`src/rtl/ber_test_sequencer.sv`:
```
// BER run sequencer: checker reset, align wait, settle, windowed error count.
// Define BER_SEQ_RELOCK_EN to relock and resume on lock loss (adds relock_cnt).
module ber_test_sequencer #(
  parameter int WIN_W      = 32,
  parameter int RST_CYC    = 16,
  parameter int SETTLE_CYC = 8
) (
  input  logic             clk,
  input  logic             reset,
  input  logic             start,
  input  logic             abort,
  input  logic [WIN_W-1:0] window_len,
  input  logic [15:0]      align_timeout,
  input  logic             aligned,
  input  logic [6:0]       err_inc,
  input  logic             err_flag,
  output logic             checker_rst,
  output logic             busy,
  output logic             done,
  output logic [2:0]       state,
  output logic [39:0]      tot_errs,
  output logic [31:0]      err_words,
  output logic [WIN_W-1:0] window_cnt,
  output logic             timeout_err,
  output logic             lost_lock
`ifdef BER_SEQ_RELOCK_EN
  ,
  output logic [7:0]       relock_cnt
`endif
);

  typedef enum logic [2:0] {
    S_IDLE   = 3'd0,
    S_RST    = 3'd1,
    S_WAIT   = 3'd2,
    S_SETTLE = 3'd3,
    S_MEAS   = 3'd4,
    S_DONE   = 3'd5
  } st_e;

  st_e              state_q, state_d;
  logic [31:0]      cnt_q, cnt_d;
  logic             chk_rst_q, chk_rst_d;
  logic             busy_q, busy_d;
  logic             done_q, done_d;
  logic [39:0]      tot_errs_q, tot_errs_d;
  logic [31:0]      err_words_q, err_words_d;
  logic [WIN_W-1:0] window_cnt_q, window_cnt_d;
  logic             timeout_q, timeout_d;
  logic             lost_q, lost_d;
`ifdef BER_SEQ_RELOCK_EN
  logic [7:0]       relock_q, relock_d;
`endif

  logic [40:0]      tot_sum;
  logic [39:0]      tot_sat;
  logic [31:0]      words_sat;
  logic [WIN_W-1:0] wcnt_inc;
  logic             win_end;
  logic             tmo_hit;

  always_comb begin
    tot_sum   = {1'b0, tot_errs_q} + {34'd0, err_inc};
    tot_sat   = tot_sum[40] ? '1 : tot_sum[39:0];
    words_sat = (&err_words_q) ? err_words_q
                               : err_words_q + {31'd0, err_flag};
    wcnt_inc  = window_cnt_q + 1'b1;
    win_end   = (window_len != '0) && (wcnt_inc == window_len);
    tmo_hit   = (align_timeout != 16'd0) &&
                (cnt_q + 32'd1 == {16'd0, align_timeout});
  end

  always_comb begin
    state_d      = state_q;
    cnt_d        = cnt_q;
    chk_rst_d    = chk_rst_q;
    busy_d       = busy_q;
    done_d       = 1'b0;
    tot_errs_d   = tot_errs_q;
    err_words_d  = err_words_q;
    window_cnt_d = window_cnt_q;
    timeout_d    = timeout_q;
    lost_d       = lost_q;
`ifdef BER_SEQ_RELOCK_EN
    relock_d     = relock_q;
`endif

    unique case (state_q)
      S_IDLE: begin
        if (start) begin
          state_d      = S_RST;
          cnt_d        = '0;
          chk_rst_d    = 1'b1;
          busy_d       = 1'b1;
          tot_errs_d   = '0;
          err_words_d  = '0;
          window_cnt_d = '0;
          timeout_d    = 1'b0;
          lost_d       = 1'b0;
`ifdef BER_SEQ_RELOCK_EN
          relock_d     = '0;
`endif
        end
      end
      S_RST: begin
        if (cnt_q == 32'(RST_CYC - 1)) begin
          state_d   = S_WAIT;
          cnt_d     = '0;
          chk_rst_d = 1'b0;
        end else begin
          cnt_d = cnt_q + 32'd1;
        end
      end
      S_WAIT: begin
        if (aligned) begin
          state_d = S_SETTLE;
          cnt_d   = '0;
        end else if (tmo_hit) begin
          state_d   = S_DONE;
          timeout_d = 1'b1;
          done_d    = 1'b1;
        end else begin
          cnt_d = cnt_q + 32'd1;
        end
      end
      S_SETTLE: begin
        // Lock must hold for the whole settle period.
        if (!aligned) begin
          state_d = S_WAIT;
          cnt_d   = '0;
        end else if (cnt_q == 32'(SETTLE_CYC - 1)) begin
          state_d = S_MEAS;
          cnt_d   = '0;
        end else begin
          cnt_d = cnt_q + 32'd1;
        end
      end
      S_MEAS: begin
        tot_errs_d   = tot_sat;
        err_words_d  = words_sat;
        window_cnt_d = wcnt_inc;
        if (!aligned) lost_d = 1'b1;
        // A full window wins over a coincident lock loss.
        if (win_end) begin
          state_d = S_DONE;
          done_d  = 1'b1;
        end else if (!aligned) begin
`ifdef BER_SEQ_RELOCK_EN
          state_d   = S_RST;
          cnt_d     = '0;
          chk_rst_d = 1'b1;
          if (relock_q != 8'hFF) relock_d = relock_q + 8'd1;
`else
          state_d = S_DONE;
          done_d  = 1'b1;
`endif
        end
      end
      S_DONE: begin
        state_d = S_IDLE;
        busy_d  = 1'b0;
      end
      default: begin
        state_d   = S_IDLE;
        busy_d    = 1'b0;
        chk_rst_d = 1'b0;
      end
    endcase

    if (abort) begin
      state_d      = S_IDLE;
      cnt_d        = '0;
      chk_rst_d    = 1'b0;
      busy_d       = 1'b0;
      done_d       = 1'b0;
      tot_errs_d   = tot_errs_q;
      err_words_d  = err_words_q;
      window_cnt_d = window_cnt_q;
      timeout_d    = timeout_q;
      lost_d       = lost_q;
`ifdef BER_SEQ_RELOCK_EN
      relock_d     = relock_q;
`endif
    end
  end

  always_ff @(posedge clk) begin
    if (reset) begin
      state_q      <= S_IDLE;
      cnt_q        <= '0;
      chk_rst_q    <= 1'b0;
      busy_q       <= 1'b0;
      done_q       <= 1'b0;
      tot_errs_q   <= '0;
      err_words_q  <= '0;
      window_cnt_q <= '0;
      timeout_q    <= 1'b0;
      lost_q       <= 1'b0;
`ifdef BER_SEQ_RELOCK_EN
      relock_q     <= '0;
`endif
    end else begin
      state_q      <= state_d;
      cnt_q        <= cnt_d;
      chk_rst_q    <= chk_rst_d;
      busy_q       <= busy_d;
      done_q       <= done_d;
      tot_errs_q   <= tot_errs_d;
      err_words_q  <= err_words_d;
      window_cnt_q <= window_cnt_d;
      timeout_q    <= timeout_d;
      lost_q       <= lost_d;
`ifdef BER_SEQ_RELOCK_EN
      relock_q     <= relock_d;
`endif
    end
  end

  assign checker_rst = chk_rst_q;
  assign busy        = busy_q;
  assign done        = done_q;
  assign state       = state_q;
  assign tot_errs    = tot_errs_q;
  assign err_words   = err_words_q;
  assign window_cnt  = window_cnt_q;
  assign timeout_err = timeout_q;
  assign lost_lock   = lost_q;
`ifdef BER_SEQ_RELOCK_EN
  assign relock_cnt  = relock_q;
`endif

endmodule

```
`config.mk`:
```
export PLATFORM = sky130hd
export DESIGN_NAME = ber_test_sequencer
export DESIGN_NICKNAME = d
export VERILOG_FILES = /design/src/rtl/ber_test_sequencer.sv
export SDC_FILE = /design/constraint.sdc
export NUM_CORES = 1
export LEC_CHECK = 0
export CAP_MARGIN = 20
export CORE_UTILIZATION = 40
export DETAILED_ROUTE_END_ITERATION = 10
export REMOVE_ABC_BUFFERS = 1
export SYNTH_ARGS = -nofsm -noshare
export SYNTH_HDL_FRONTEND = slang
export SYNTH_SLANG_ARGS = --single-unit
```
`constraint.sdc`:
```
create_clock -name clk -period 3.7 [get_ports clk]
set_clock_uncertainty 0.1 [all_clocks]
set_input_delay 0.74 -clock clk [delete_from_list [all_inputs] [get_ports clk]]
set_output_delay 0.74 -clock clk [all_outputs]
set_load 0.02 [all_outputs]
```
==> Word level (Yosys, flattened, before mapping) <==
Index checks and enable logic that the tools add are counted.
{ "totals": {"register_bits": 144, "latchBits": 0, "mem_bits_rw": 0, "romBits": 0, "input_bits": 61, "memories": 0} }
{ "op_classes": {"add_sub_neg": 4, "mul": 0, "div_mod_pow": 0, "n_lt_le_gt_ge": 0, "n_eq_ne": 19, "shifts": 0, "mux": 37, "bitwise": 3, "n_reduce_logical": 20} }
{ "op_table": {"columns": ["operator", "n"], "rows": [
  ["$mux 32", 7],
  ["$pmux 32 s2", 2],
  ["$pmux 32 s4", 1],
  ["$mux 40", 2],
  ["$pmux 40 s2", 1],
  ["$add 32x1->32 const B", 2],
  ["$add 40x7->41", 1],
  ["$add 32x1->32", 1],
  ["$eq 32x16->1", 1],
  ["$eq 32x3->1 const B", 1],
  ["$eq 32x32->1", 1],
  ["$eq 32x4->1 const B", 1],
  ["$reduce_and 32->1", 1],
  ["$reduce_bool 32->1", 1],
  ["$mux 3", 8],
  ["$reduce_bool 16->1", 1],
  ["$pmux 3 s5", 1],
  ["$ne 2x2->1 const B", 6],
  ["$ne 3x3->1 const B", 4],
  ["$mux 1", 10],
  ["$reduce_and 5->1", 2],
  ["$reduce_and 3->1", 3],
  ["$pmux 1 s2", 4],
  ["$reduce_and 4->1", 2],
  ["12 further kinds", 19]
]} }

==> Logic depth before layout (Yosys ltp) <==
{ "logic_depth": {"ltp_word": 6, "mapped_depth": 14, "mapped_depth_nobuf": 12} }

==> Worst setup path after synthesis <==
Ideal clock, no wire load.
{ "synth_path": {"path_kind": "input port to flip-flop", "start": "in err_inc[0]", "end": "reg tot_errs_q[1] (netlist: tot_errs[1])", "t_arrival_ns": 3.180, "slack_ns": 0.350, "stages": 13, "n_path_buf": 1, "cell_sequence": "ha_1 inv_1 fa_1 nor2b_1 o21ai_0 a21boi_0 o21ai_0 a21boi_1 o211ai_1 or3_1 clkbuf_1 a21o_1 a21oi_1"} }
{ "synth_between": {"elab_chain_len": 3} }
{ "synth_rtl": {"columns": ["element", "line", "rtl"], "rows": [
  ["from (decl)", "15", "input logic [6:0] err_inc,"],
  ["$add 40x7->41", "63", "tot_sum = {1'b0, tot_errs_q} + {34'd0, err_inc};"],
  ["$mux 40", "64", "tot_sat = tot_sum[40] ? '1 : tot_sum[39:0];"],
  ["$pmux 40 s2", "88", "unique case (state_q)"],
  ["to (signal assigned)", "208", "tot_errs_q <= tot_errs_d;"],
  ["to (decl)", "46", "logic [39:0] tot_errs_q, tot_errs_d;"]
]} }
No other way between the ends.
A chain may end at the register's enable or synchronous reset.

==> Worst setup path after layout <==
{ "layout_path": {"start": "reg cnt_q[9]", "end": "reg cnt_q[4]"} }
{ "layout_between": {"elab_chain_len": 5, "word_cells_on_any_way": 11} }
{ "layout_rtl": {"columns": ["element", "line", "rtl"], "rows": [
  ["from (decl)", "42", "logic [31:0] cnt_q, cnt_d;"],
  ["from (signal assigned)", "204", "cnt_q <= cnt_d;"],
  ["$add 32x1->32", "70", "(cnt_q + 32'd1 == {16'd0, align_timeout});"],
  ["$eq 32x16->1", "70", null],
  ["$logic_and 1x1->1", "69", "tmo_hit = (align_timeout != 16'd0) &&"],
  ["$ne 3x3->1 (no source line)", null, null],
  ["$reduce_and 3->1 (no source line)", null, null]
]} }
Several ways; a longest one is shown, not always the timed one.

==> results.md <==
* Core area at 23,540 sq um
* Diodes inserted at 0
* CP Depth at 10
* Mapped Area at 9647 sq um
* Num CTS Buffers at 17
* Critical path buffer and inverter count at 1
* Initial antenna violation count at 0
* Total track usage at 26.07%
* Max stage delay on crit path at 0.59 ns
* P_leak at 0.004262 uW
* # IOs at 173
* Yosys reg bits at 144
* Synth Instances at 1,271
* Most common cell in the netlist: dfxtp_1
* Die Footprint at 24,740 sq um
* Slew @ Worst Pin at 0.7957 ns
* Yosys top cell by area: dfxtp_1
* Share of layout cells above drive strength 1 at 10.77%
* Tcrit/Tclk final at 92.24%
* Slowest CP cell: or4_2
* Layout area overhead at 29.92%
* Hold Startpoint: busy$_SDFFE_PP0P_
* Clk sinks at 144
* DR pass1 iterations at 5
* Critical path required time at 3.97 ns
* Fill cells at 2,356
* Gr ovfl total at 0
* R2R Path End: cnt_q[4]$_SDFFE_PP0P_
* DRC violations left at 0
* Antenna Violating Nets Remaining at 0
* Primary FF master, synth: dfxtp_1
* Max Cap Violations at 0
* Initial Utilization at 40.98%
* Status: finished, final reports clean
* Avg Inst Size Synth at 7.590 sq um
* RSZ-0062 raised after global routing: no
* Placed wire-length estimate at 22,760 um
* Clk buf depth at 2
* WHS at 0.3748 ns
* Post-CTS Hold Buffers at 0
* Worst R2R Start: cnt_q[9]$_SDFFE_PP0P_
* Synth top cells by count: dfxtp_1, nor2_1, nand2_1
* Root buf cell: clkbuf_16
* Clk_lat worst skew at 0.44 ns
* EDFF count, synth at 0
* Input/output buffers at 172
* Slew headroom at 46.82%
* Worst hold stages at 2
* Largest net degree at the start of global routing at 48
* Vias per inst at 5.799
* Tmin final at 3.413 ns
* Routed Wire Length at 32,050 um
* Initial drt markers at 648
* Share of the synthesized area in the top cell type at 29.88%
* Die Wd at 157.3 um
* WP data arrival at 3.69 ns
* H-tree levels at 4
* Final GP Congestion at 0.9240
* Final Setup Violations at 0
* Peak VDD IR at 0.2493 mV
* Footprint of the multi-input gates at 6289 sq um
* Fmax at 0.2930 GHz
* Post-synthesis sequential area ratio at 29.88%
* Ys async rst share at 0%
* FF/Latch Area at 2883 sq um
* Kind of cell adding the most delay to the critical path: simple AND/OR/NAND/NOR gates
* DR WL/cell at 18.03 um
* CP max FO at 9
* CTS tree: done
* Internal reg-to-reg setup slack at 0.29 ns
* Largest cells by area after synthesis: dfxtp_1, xnor2_1, nor2_1, nand2_1, a21oi_1
* # rows at 56
* Pwr/cell area at 295.5 nW/um^2
* First-pass GRT wire length at 51,320 um
* Final Hold Viols at 0
* Setup CP Type: flip-flop to flip-flop
* Yosys warning total at 0
* HP Class: flip-flop to flip-flop
* R2R depth at 10
* Fin nets at 1,518
* Vias in the first global route at 9,528
* Library cells used by synthesis at 87
* Worst setup SP type: flip-flop
* Clk pin slew, worst setup/hold paths at 0.07 ns
* Die H at 157.3 um
* Worst Hold End: busy$_SDFFE_PP0P_
* Vias after detailed routing at 10.30k
* Crit end category: flip-flop
* Final slew viol count at 0
* Setup TNS at 0 ns
* Cell Chain, Critical Path: and4_1 > and2_0 > nand3_1 > nor3_1 > mux2i_1 > a2111o_1 > nor3_2 > buf_4 > or4_2 > o21ai_1
logic make-up (layout without fill, tap and decap cells):
kind of cell	count (synthesis)	count (layout)	synth area share, %
muxes	7	7	0.7393
AOI/OAI and AO/OA	315	315	21.86
DFF	144	144	29.88
buffers and inverters	115	302	5.344
xor gates and xnor gates	106	106	9.624
and+or+nand+nor	572	572	30.92
adders and majority gates	12	12	1.634
what timing repair did:
action | 4_1_cts | 5_1_grt
setup endpoints to repair | 0 | 23
resized for setup | 0 | 10
setup buffers | 0 | 0
placed cells by master, fill, tap and decap left out, types with 10 or more instances in the layout:
cell type / n
a21oi_1: 77
a31oi_1: 10
a32o_1: 10
and3_1: 37
and4_1: 10
buf_4: 72
clkbuf_16: 17
clkdlybuf4s50_1: 171
dfxtp_1: 144
inv_1: 25
nand2_1: 128
nand2b_1: 16
nand3_1: 61
nand4_1: 39
nor2_1: 128
nor3_1: 39
nor4_1: 29
o211ai_1: 23
o21ai_0: 75
o31ai_1: 18
or3_1: 18
xnor2_1: 67
xor2_1: 39
worst min-delay path, cell delays in order (launching register included):
cell,delay [ns]
dfxtp_1,0.32
nand2_1,0.06
a21oi_1,0.06
per-layer routing:
layer	track usage [%]	part of all wire (%)	vias up
met5	0	0	-
met4	6.426	1.1	0
met3	4.075	5.7	29
met2	42.37	46	282
met1	35.85	48	4977
li1	-	-	5016
through the flow:
step | power (uW) | cells | util, % | area [sq um] | setup slack (ns)
final | 3704 | 1777 | 53.24 | 12530 | 0.2870
after CTS | 3727 | 1777 | 53.15 | 12510 | 0.1470
after floorplan | 1750 | 1181 | - | 9225 | -0.8353
after global placement | 1935 | 1745 | 50.64 | 11920 | -0.1028
after detailed placement | 1937 | 1745 | 50.64 | 11920 | -0.1459
after global routing | 3809 | 1777 | 53.24 | 12530 | 0.0004112
final cells by class:
type,instances,area share (%)
timing repair buffer,245,18.17
tap,319,3.185
multi-input combinational,1012,50.17
clock buffer,17,3.394
inverter,25,0.7487
clock inverter,15,1.328
sequential,144,23.00
worst max-delay path by stage:
stage,start,to,slack (ns)
floorplan,start,tot_errs[19]$_SDFFE_PP0P_,-0.84
global placement,err_inc[0],tot_errs[20]$_SDFFE_PP0P_,-0.10
detailed placement,err_inc[0],tot_errs[22]$_SDFFE_PP0P_,-0.15
CTS,window_cnt[1]$_SDFFE_PP0P_,done$_SDFF_PP0_,0.15
global route,cnt_q[9]$_SDFFE_PP0P_,cnt_q[18]$_SDFFE_PP0P_,0.0004
finish,cnt_q[9]$_SDFFE_PP0P_,cnt_q[4]$_SDFFE_PP0P_,0.29
state kept, by name, indices dropped and copies added, names as in the netlist:
register,count
checker_rst,1
err_words,32
done,1
timeout_err,1
state,3
window_cnt,32
busy,1
cnt_q,32
tot_errs,40
lost_lock,1
power breakdown:
part / switching [uW] / internal, uW / leakage, uW
clock: 836 / 963 / 0.000288
combinational: 190 / 155 / 0.00281
sequential: 7.00 / 1550 / 0.00116
total: 1030 / 2670 / 0.00426
No activity file was read; power rests on OpenSTA's default activity.
==> RTL change 1 (same flow settings) <==
Make the reset (`reset`) asynchronous in one clocked block.
--- a/src/rtl/ber_test_sequencer.sv
+++ b/src/rtl/ber_test_sequencer.sv
@@ -184,7 +184,7 @@
     end
   end
 
-  always_ff @(posedge clk) begin
+  always_ff @(posedge clk or posedge reset) begin
     if (reset) begin
       state_q      <= S_IDLE;
       cnt_q        <= '0;
Behaviour: differs if reset is asserted again (counterexample within 4 cycles, from zero or initial values and one cycle with reset high); with reset held inactive, the same outputs for 10 cycles.
==> RTL change 1 against the unedited design <==
  * Area after synthesis increased by 9.2%
  * Wire length increased by 4.5%
  * First-iteration DRC count increased by 22%
  * Final area increased by 7.1%
  * Worst setup slack got worse by 39 ps
  * Critical path depth decreased by 2
  * Sequential cell count unchanged
Power is not compared: it rests on default switching activity, and its combinational part moved more than twofold at a synthesized area within 25%.
==> RTL change 1: results (changes against the unedited design) <==
| Metric | Value |
|---|---|
| Met2 Use GR | `39.1% (-3.2 points)` |
| Pleak | `5.23 nW` |
| Fill count | `2,460 (+4.4%)` |
| Max IR drop VDD | `0.000256 V` |
| Initial antenna violation count | `1 (+1)` |
| Max FFs per register | `40 (unchanged)` |
| Cell variety after synth | `84 (-3.4%)` |
| Total wire length | `33.5 mm (+4.5%)` |
| CTS resizes | `0 (unchanged)` |
| Skew-Pair Late Insertion Delay | `420 ps (-20 ps)` |
| Clock root cell | `clkbuf_16` |
| Synth Flop Type | `dfrtp_1` |
| Ranking of synthesized cells by area | `dfrtp_1, xnor2_1, o21ai_0` |
| H-tree levels | `4 (unchanged)` |
| Yosys warns | `0 (unchanged)` |
| Detailed placement HPWL | `24.0 mm (+5.6%)` |
| Antenna fix cells | `0 (unchanged)` |
| Final nets | `1,517 (-0.066%)` |
| Vias/cell | `5.95 (+2.6%)` |
| Longest Clk Path Bufs | `2 (unchanged)` |
| Critical path data arrival time | `3650 ps (-40 ps)` |
| Vias in the first global route | `10,100 (+6.1%)` |
| GP Congestion | `0.914 (-1.1%)` |
| Port bufs | `172 (unchanged)` |
| Drt first pass iters | `5 (unchanged)` |
| Worst Tran Pin Value | `677 ps (-118 ps)` |
| Global-route wire length before repair | `54.7 mm (+6.5%)` |
| Post-synth top cells | `dfrtp_1, nand2_1, nor2_1` |
| Largest net degree at the start of global routing | `76 (+58%)` |
| GR Util met3 | `4.17% (+0.092 points)` |
| Hold Crit Class | `reg2reg` |
| Post-DP Area | `12,800 µm² (+7.5%)` |
| Final Max Tran Viols | `0 (unchanged)` |
| Sequential share of the synthesized area | `34.2% (+4.3 points)` |
| GRT Total Usage | `25.4% (-0.71 points)` |
| Cts bufs inserted | `17 (unchanged)` |
| CTS clock-pin slew for the worst setup and hold paths | `70 ps (about the same)` |
| Post-CTS Setup Repair Bufs | `0 (unchanged)` |
| DR iter-0 viols | `790 (+22%)` |
| Met1 Use GR | `36.5% (+0.65 points)` |
| Status | `finished clean` |
| Worst-path fanout max | `12 (+3)` |
| Ratio of cells with drive above 1 in the final layout | `8.87% (-1.9 points)` |
| Fraction of registers with async set/reset | `100% (+100 points)` |
## RTL change 1: changes by cell type in the layout (fill, tap and decap cells not counted), moves of 11 or more
| cell | delta |
|---|---|
| a21oi_1 | -31 |
| dfrtp_1 | +144 |
| o311ai_1 | +13 |
| and4_1 | +11 |
| and3_1 | -18 |
| dfxtp_1 | -144 |
| buf_4 | -14 |
| o21ai_0 | +31 |
| nor2_1 | -20 |
## RTL change 1: final timing paths
check                       startpoint             end  slack [ps]  cells past startpoint
setup reg to reg              cnt_q[3]       cnt_q[22]         250                      8
hold / removal             tot_errs[3]     tot_errs[3]         410                      1
min in group asynchronous        reset       cnt_q[22]         630                      2
hold reg to reg            tot_errs[3]     tot_errs[3]         410                      1
setup / recovery              cnt_q[3]       cnt_q[22]         250                      8
max in group asynchronous        reset  window_cnt[22]        2210                      3
## RTL change 1: layout make-up
type / instances / area share [%]
Clock buffer: 20 / 3.40
Clock inverter: 11 / 1.16
Inverter: 33 / 0.960
Multi-Input combinational cell: 1013 / 47.9
Sequential cell: 144 / 26.8
Tap cell: 335 / 3.12
Timing Repair Buffer: 234 / 16.7
## RTL change 1: stage by stage
stage,power [W],worst slack [ps],std cells,utilization [%]
detailed placement,0.00269,-40.3,1759,49.3
finish,0.00450,248,1790,51.7
global route,0.00470,14.5,1790,51.7
global placement,0.00269,33.0,1759,49.3
floorplan,0.00224,-1010,1190,-
CTS,0.00453,288,1790,51.7
## RTL change 1: critical path, stage by stage (launching register included)
cell and delay, ps:
dfrtp_1 540, and4_1 340, and4_1 310, a311oi_1 400, o22ai_1 170, nor4_1 440
and4_1 530, nor2_1 160, a221o_1 330
## RTL change 1: cell families (layout without fill, tap and decap cells)
| kind of cell | count (synthesis) | count (layout) | synth area share [%] |
|---|---|---|---|
| compound gates | 341 | 341 | 21.6 |
| mux | 12 | 12 | 1.16 |
| flops | 144 | 144 | 34.2 |
| simple gates | 543 | 543 | 27.6 |
| fa+ha+maj | 13 | 13 | 1.61 |
| xor+xnor | 104 | 104 | 8.78 |
| buf+inv | 120 | 298 | 4.99 |
## RTL change 1: where the power goes
group	switching, W	internal [W]
clock	0.000732	0.00110
sequential	0.0000750	0.00161
combinational	0.000600	0.000379
total	0.00141	0.00309
## RTL change 1: layer usage
| metal | vias up | part of all wire, % |
|---|---|---|
| li1 | 5102 | - |
| met4 | 2 | 1.4 |
| met5 | - | 0.039 |
| met2 | 354 | 45 |
| met3 | 35 | 5.7 |
| met1 | 5153 | 48 |
==> RTL change 2 (same settings) <==
Made on the original files. The option `BER_SEQ_RELOCK_EN` is turned on by a define.
--- a/src/rtl/ber_test_sequencer.sv
+++ b/src/rtl/ber_test_sequencer.sv
@@ -1,5 +1,7 @@
 // BER run sequencer: checker reset, align wait, settle, windowed error count.
 // Define BER_SEQ_RELOCK_EN to relock and resume on lock loss (adds relock_cnt).
+`define BER_SEQ_RELOCK_EN
+
 module ber_test_sequencer #(
   parameter int WIN_W      = 32,
   parameter int RST_CYC    = 16,
Behaviour (old outputs only; new: relock_cnt): same outputs for any inputs over 10 cycles, from zero or initial values and one cycle with reset high; that may be too few to reach the edited logic, so the function may still have changed.
==> RTL change 2 against the unedited design <==
  * Final cell count grew 8.8%
  * Sequential share of layout area shrank 0.53 points
  * Final area grew 8.1%
  * Critical path depth grew 2
  * Largest power group unchanged
  * Worst setup slack lost 82 ps
  * Area after synthesis grew 6.8%
  * Wire length grew 7.0%
  * Sequential cell count grew 8
  * Power grew 2.9%
==> RTL change 2: results (changes against the unedited design) <==
| Metric | Value |
|---|---|
| Critical path data arrival time | `3750 ps (+60 ps)` |
| Max IR drop VDD | `0.000273 V (+9.6%)` |
| CP max stage cell | `or3_4` |
| Cell variety after synth | `77 (-11%)` |
| Worst-path fanout max | `8 (-1)` |
| GP Congestion | `0.921 (-0.30%)` |
| Detailed placement HPWL | `25.4 mm (+12%)` |
| Worst Tran Pin Value | `639 ps (-157 ps)` |
| Buffer share of cell area | `19.4% (+1.2 points)` |
| Ranking of synthesized cells by area | `dfxtp_1, xnor2_1, o21ai_0` |
| Register area | `3050 µm² (+5.6%)` |
| GRT Total Usage | `26.2% (+0.14 points)` |
| Fraction of area in registers | `22.5% (-0.53 points)` |
| Largest net degree at the start of global routing | `50 (+4.2%)` |
| Post-synth top cells | `dfxtp_1, nor2_1, nand2_1` |
| Post-Synth Adder-Cell Area | `1.75% (+0.11 points)` |
| Pleak | `4.79 nW (+12%)` |
| Port bufs | `180 (+4.7%)` |
| Total wire length | `34.3 mm (+7.0%)` |
| Dpl cells | `1,899 (+8.8%)` |
| Syn Inst Count | `1,392 (+9.5%)` |
| Vias | `11,300 (+9.5%)` |
| Global-route wire length before repair | `55.8 mm (+8.7%)` |
| Inverters | `24 (-4.0%)` |
| Mux contribution to synthesized area | `1.08% (+0.34 points)` |
| XOR/XNOR Fraction of Synth Area | `8.50% (-1.1 points)` |
| Wire length per cell | `17.7 µm (-1.6%)` |
| Worst slack at placement | `-77.5 ps (+68.4 ps)` |
| Clock root cell | `clkbuf_16` |
| CTS sink count | `152 (+5.6%)` |
| Status | `finished clean` |
| Sequential share of the synthesized area | `29.5% (-0.35 points)` |
| Ratio of cells with drive above 1 in the final layout | `11.1% (+0.34 points)` |
| Die Wd | `162 µm (+3.3%)` |
| Slowest stage delay, CP | `510 ps (-80 ps)` |
| Footprint of the multi-input gates | `6770 µm² (+7.7%)` |
| H-tree levels | `4 (unchanged)` |
| Final nets | `1,664 (+9.6%)` |
| Post-synthesis compound-gate area fraction | `21.8% (-0.094 points)` |
| DR iter-0 viols | `717 (+11%)` |
| Bufs w/o clock | `289 (+18%)` |
| Clock Buffer Count | `18 (+1)` |
| Clock network share of area | `4.47% (-0.25 points)` |
| Fill count | `2,478 (+5.2%)` |
| #MultiIn Comb | `1,106 (+9.3%)` |
| Post-DP Area | `12,900 µm² (+8.1%)` |
| Final Max Tran Viols | `0 (unchanged)` |
-- RTL change 2: cell types whose count changed in the layout (fill, tap and decap cells not counted), moves of 10 or more --
cell and delta:
a31oi_1 +23, buf_4 +36, nand4_1 +15, nor2_1 +10
nor4_1 +16, o211ai_1 -16, o21ai_0 +31, o31ai_1 -12
or4_1 +10
-- RTL change 2: logic make-up after synthesis --
| logic type | after synthesis |
|---|---|
| flip-flops | 152 |
| multiplexers | 11 |
| AND/OR/NAND/NOR | 630 |
| adder cells (fa/ha/maj) | 14 |
| AO/OA/AOI/OAI | 351 |
| XOR/XNOR | 100 |
| buffers and inverters | 134 |
-- RTL change 2: path summary, 6_finish.rpt --
check	cells after the start	slack (ps)	start	to
hold reg to reg	2	370	tot_errs[2]	tot_errs[2]
setup reg to reg	12	200	window_cnt[9]	cnt_q[5]
hold / removal	2	370	tot_errs[2]	tot_errs[2]
setup / recovery	12	200	window_cnt[9]	cnt_q[5]
-- RTL change 2: power by group --
part | switching, W | total (W) | internal [W]
clock | 0.000804 | 0.00183 | 0.00103
sequential | 0.00000605 | 0.00164 | 0.00164
combinational | 0.000186 | 0.000335 | 0.000150
total | 0.000995 | 0.00381 | 0.00282
-- RTL change 2: routing by layer --
layer / share of wire (%) / vias up / global-route usage, %
li1: - / 5535 / -
met1: 45 / 5320 / 34.9
met2: 47 / 371 / 43.2
met3: 6.0 / 57 / 3.95
met4: 2.2 / 0 / 8.49
met5: 0 / - / 0
-- RTL change 2: timing repair --
action / CTS / global route
buffers inserted: 0 / 2
gates resized for setup: 0 / 11
endpoints found under the setup margin: 0 / 24
-- RTL change 2: tightest hold or removal path: stages (launching register included) --
cell and delay, ps:
dfxtp_1 330, nand2_1 60, nand2_1 40
